**src/rtl/instr_sequencer.sv**
```systemverilog
// Serial instruction sequencer feeding reg_file and the ALU.
// One instruction in flight: accept, decode, read, wait ALU latency, write back.
module instr_sequencer #(
    parameter int unsigned ALU_LAT = 1,
    parameter int unsigned CNT_W   = 16
) (
    input  logic             clk,
    input  logic             rst_n,
    input  logic             instr_valid,
    output logic             instr_ready,
    input  logic [31:0]      instr,
    output logic [4:0]       addr1,
    output logic [4:0]       addr2,
    output logic [4:0]       addr3,
    output logic             valid_opcode,
    output logic [5:0]       alu_opcode,
    input  logic [31:0]      alu_result,
    output logic [31:0]      rf_in,
    output logic             done,
    output logic             illegal,
    output logic [CNT_W-1:0] retired
);

    localparam int unsigned OP_W   = 6;
    localparam int unsigned WAIT_W = 4;

    typedef enum logic [2:0] {
        S_IDLE,
        S_DECODE,
        S_READ,
        S_EXEC,
        S_WRITE
    } state_t;

    state_t            r_state;
    logic [OP_W-1:0]   r_op;
    logic [WAIT_W-1:0] r_wait;

    logic [OP_W-1:0]   w_op;
    logic [4:0]        w_src1;
    logic [4:0]        w_src2;
    logic [4:0]        w_dst;
    logic              w_unused_bits;

    assign w_op          = instr[31:26];
    assign w_src1        = instr[25:21];
    assign w_src2        = instr[20:16];
    assign w_dst         = instr[15:11];
    assign w_unused_bits = &{1'b0, instr[10:0]};

    function automatic logic f_legal(input logic [OP_W-1:0] op);
        logic ok;
        ok = 1'b0;
        case (op)
            6'd1, 6'd2, 6'd3, 6'd4, 6'd5, 6'd6, 6'd7, 6'd8,
            6'd11, 6'd13, 6'd15: ok = 1'b1;
            default:             ok = 1'b0;
        endcase
        return ok;
    endfunction

    // Outputs are loaded one edge ahead so each is valid during the state it belongs to.
    always_ff @(posedge clk or negedge rst_n) begin
        if (!rst_n) begin
            r_state      <= S_IDLE;
            r_op         <= '0;
            r_wait       <= '0;
            instr_ready  <= 1'b1;
            addr1        <= '0;
            addr2        <= '0;
            addr3        <= '0;
            alu_opcode   <= '0;
            rf_in        <= '0;
            retired      <= '0;
            valid_opcode <= 1'b0;
            done         <= 1'b0;
            illegal      <= 1'b0;
        end else begin
            valid_opcode <= 1'b0;
            done         <= 1'b0;
            illegal      <= 1'b0;
            case (r_state)
                S_IDLE: begin
                    if (instr_valid) begin
                        r_op        <= w_op;
                        instr_ready <= 1'b0;
                        r_state     <= S_DECODE;
                        if (f_legal(w_op)) begin
                            addr1      <= w_src1;
                            addr2      <= w_src2;
                            addr3      <= w_dst;
                            alu_opcode <= w_op;
                        end else begin
                            illegal <= 1'b1;
                        end
                    end
                end
                S_DECODE: begin
                    if (f_legal(r_op)) begin
                        r_state <= S_READ;
                    end else begin
                        instr_ready <= 1'b1;
                        r_state     <= S_IDLE;
                    end
                end
                S_READ: begin
                    r_wait  <= WAIT_W'(ALU_LAT);
                    r_state <= S_EXEC;
                end
                S_EXEC: begin
                    if (r_wait <= WAIT_W'(1)) begin
                        rf_in        <= alu_result;
                        valid_opcode <= 1'b1;
                        done         <= 1'b1;
                        r_state      <= S_WRITE;
                    end else begin
                        r_wait <= r_wait - WAIT_W'(1);
                    end
                end
                S_WRITE: begin
                    retired     <= retired + CNT_W'(1);
                    instr_ready <= 1'b1;
                    r_state     <= S_IDLE;
                end
                default: begin
                    instr_ready <= 1'b1;
                    r_state     <= S_IDLE;
                end
            endcase
        end
    end

endmodule

```
**config.mk**
```make
export PLATFORM = sky130hd
export DESIGN_NAME = instr_sequencer
export DESIGN_NICKNAME = d
export VERILOG_FILES = /design/src/rtl/instr_sequencer.sv
export SDC_FILE = /design/constraint.sdc
export NUM_CORES = 1
export LEC_CHECK = 0
export CAP_MARGIN = 40
export CORE_ASPECT_RATIO = 1.25
export CORE_UTILIZATION = 35
export CTS_BUF_LIST = sky130_fd_sc_hd__clkbuf_4 sky130_fd_sc_hd__clkbuf_8
export DETAILED_ROUTE_END_ITERATION = 10
export PLACE_DENSITY = 0.66
export SYNTH_ARGS = -nofsm -noshare
export SYNTH_HDL_FRONTEND = slang
export SYNTH_SLANG_ARGS = --single-unit
```
**constraint.sdc**
```tcl
create_clock -name clk -period 4.15 [get_ports clk]
set_input_delay 1.245 -clock clk [delete_from_list [all_inputs] [get_ports clk]]
set_output_delay 1.245 -clock clk [all_outputs]
set_load 0.01 [all_outputs]
```
==> flow_summary.json <==
{
  "outcome": "completed",
  "cts_buffers": 9,
  "synth_ff_type": "dfrtp_1",
  "switching_share": 0.295,
  "cts_buffer_depth": 2,
  "clk_pin_slew_ns": 0.08,
  "combPwrFrac": 0.404,
  "critPathArrivalTime_ns": 3.26,
  "gp_congestion": 0.708,
  "grt_pass1_vias": 2563,
  "cts_setup_buffers": 0,
  "fin_tns_setup_ns": 0,
  "routedWlPerCell_um": 13.8,
  "tightest_slew_ns": 0.783,
  "rsz0062_at_grt": "false",
  "clkPwrFrac": 0.188,
  "antenna_cells": 0,
  "cp_cell_sequence": "clkdlybuf4s50_1, inv_1, ha_1, nor2b_1, o21ai_0, nand3_2, buf_4, mux2_4",
  "yosys_warnings": 0,
  "initial_core_util": 0.357,
  "slowest_delay_ns": 0.55,
  "drv_slew": 0,
  "synth_nets": 325,
  "synthTopCellsByArea": "dfrtp_1, mux2_2, mux2_4, xnor2_1, ha_1",
  "period_share": 0.729,
  "leakagePower_nw": 2.28,
  "drt_iter0_drc": 86,
  "num-fill-cells": 870,
  "drive_above_1_share": 0.218,
  "routed_via_density": 4.67,
  "antenna_found_initial": 0,
  "switchingPower_w": 0.000989,
  "preCtsSetupSlack_ns": 0.776,
  "path_class": "in2reg",
  "maxCapViolCount": 0,
  "cts.repair.resized": 0,
  "cts_sinks": 85,
  "intPower_w": 0.00236,
  "maxSlewHeadroom": 0.478,
  "seqPwrFrac": 0.408,
  "hold_class": "reg2reg",
  "htreeDepth": 3,
  "end_kind": "flop",
  "cpMaxStageDelayCell": "clkdlybuf4s50_1",
  "grt_max_degree": 61,
  "clkLatencyLatePin_ns": 0.35,
  "core.rowCount": 41,
  "die_area_um2": 10700,
  "yosysMostFrequentCell": "dfrtp_1",
  "syn_to_final_growth_pct": 45.2,
  "clock_skew_ns": 0.00573,
  "drc": 0,
  "synth_top_area_frac": 0.585,
  "drt-total-wl_um": 7140,
  "grt.total_usage": 0.141,
  "die_h_um": 115,
  "grt.overflow.total": 0,
  "synth-edff-count": 0,
  "path_max_fanout": 21,
  "yosys.cell_types.count": 39,
  "firstDrtPassIters": 4,
  "root_buffer": "clkbuf_8",
  "power_density_nw_per_um2": 643,
  "fmax_mhz": 330,
  "synthCells": 253,
  "ys_ff_latch": 85,
  "setup_viol": 0,
  "ant_nets": 0,
  "setup.worst_path.start_class": "primary input",
  "fin_crit_ns": 3.03,
  "grt_pass1_wl_um": 11700,
  "io_pins": 140,
  "dp_hpwl_um": 5050,
  "die_w_um": 92.6,
  "fin_ws_ns": 1.12,
  "fin_nets": 457,
  "ys_async_sr_fraction": 1.00,
  "core_area_um2": 10100,
  "yosys-top-cells-count": "dfrtp_1, mux2_2, mux2_4",
  "synth.avg_cell_area_um2": 14.2,
  "port_buffers": 128,
  "vdd.ir_drop.worst_v": 0.000275,
  "synth_seq_area_share": 0.592,
  "cp_top_family": "buffers and inverters",
  "vias": 2422,
  "syn-cell-area_um2": 3590,
  "yosysTopAreaCell": "dfrtp_1",
  "path_buf_inv": 3,
  "hold_viol": 0,
  "ctsHoldBuffers": 0,
  "required_ns": 4.38,
  "cts_tree": "built"
}
state kept, by name, indices dropped and copies added (netlist names):
name         count
addr1            5
addr2            5
illegal          1
r_wait           4
instr_ready      1
done             1
retired         16
r_state          3
rf_in           32
r_op             6
addr3            5
alu_opcode       6
placed cells by master, fill, tap and decap left out, types with 3 or more instances in the layout:
| master | count |
|---|---|
| clkdlybuf4s50_1 | 127 |
| dfrtp_1 | 84 |
| mux2_2 | 38 |
| mux2_4 | 18 |
| inv_1 | 12 |
| nand2_1 | 11 |
| xnor2_1 | 11 |
| clkbuf_8 | 9 |
| nor2_1 | 8 |
| o21ai_0 | 6 |
| ha_1 | 5 |
| a21oi_1 | 4 |
| nand4_1 | 4 |
| xor2_1 | 4 |
| nor3_1 | 3 |
| nand3_1 | 3 |
| o22ai_1 | 3 |
| a22o_1 | 3 |
| and2_1 | 3 |
| clkinv_2 | 3 |
kinds of logic (layout without fill, tap and decap cells):
group                    count (synthesis)  count (layout)  share of synthesized area
AND/OR/NAND/NOR                         47              47                     0.0836
adder cells (fa/ha/maj)                  5               5                     0.0174
multiplexers                            58              58                      0.200
buffers and inverters                   21             158                     0.0310
AO/OA/AOI/OAI                           22              22                     0.0394
flip-flops                              85              85                      0.592
XOR/XNOR                                15              15                     0.0366
path summary, 6_finish.rpt:
path                            cells past startpoint         from             to  slack, ns
max in group asynchronous                           2        rst_n       rf_in[7]       2.74
worst max-delay path                                8    instr[26]       addr3[2]       1.12
worst min register to register                      1  retired[15]    retired[15]       0.47
min in group asynchronous                           1        rst_n  alu_opcode[0]       0.80
worst max register to register                      6    r_wait[0]      rf_in[30]       1.78
worst min-delay path                                1  retired[15]    retired[15]       0.47
layout make-up:
cell class | count | area, µm² | share of cell area
multi-input cells | 147 | 1350 | 0.260
clock buffers | 9 | 124 | 0.0237
clock inverters | 7 | 90.1 | 0.0173
flip-flops and latches | 85 | 2130 | 0.408
inverters | 12 | 45.0 | 0.00864
well taps | 129 | 161 | 0.0309
repair buffers | 130 | 1310 | 0.252
per-stage QoR:
stage,instance area (µm²),power (W),util,hold WS [ns],cells
final,5220,0.00335,0.519,0.475,519
after global routing,5220,0.00357,0.519,0.497,519
after CTS,5220,0.00341,0.519,0.481,519
after detailed placement,5000,0.00275,0.498,0.468,503
after global placement,4970,0.00271,0.495,0.462,502
after floorplan,3590,0.00204,-,0.482,253
worst reg2reg max path: stages (launching register included):
cell and delay [ns]:
dfrtp_1 0.43, inv_1 0.10, ha_1 0.19, nor2_1 0.07, nor3_1 0.22, and4_2 0.80, mux2_2 0.44
power groups by stage:
stage	Combinational, W	Sequential [W]	Clock [W]
global placement	0.00134	0.00137	0
CTS	0.00137	0.00137	0.000659
floorplan	0.000574	0.00147	0
detailed placement	0.00137	0.00138	0
global route	0.00146	0.00142	0.000688
finish	0.00135	0.00137	0.000629
layer usage:
layer,share of wire,vias to the layer above,GRT usage
met3,0.065,15,0.0364
met5,0,-,0
met2,0.50,85,0.242
met4,0.025,0,0.0810
li1,-,1145,-
met1,0.41,1177,0.158
Power figures use the tool's default switching activity.
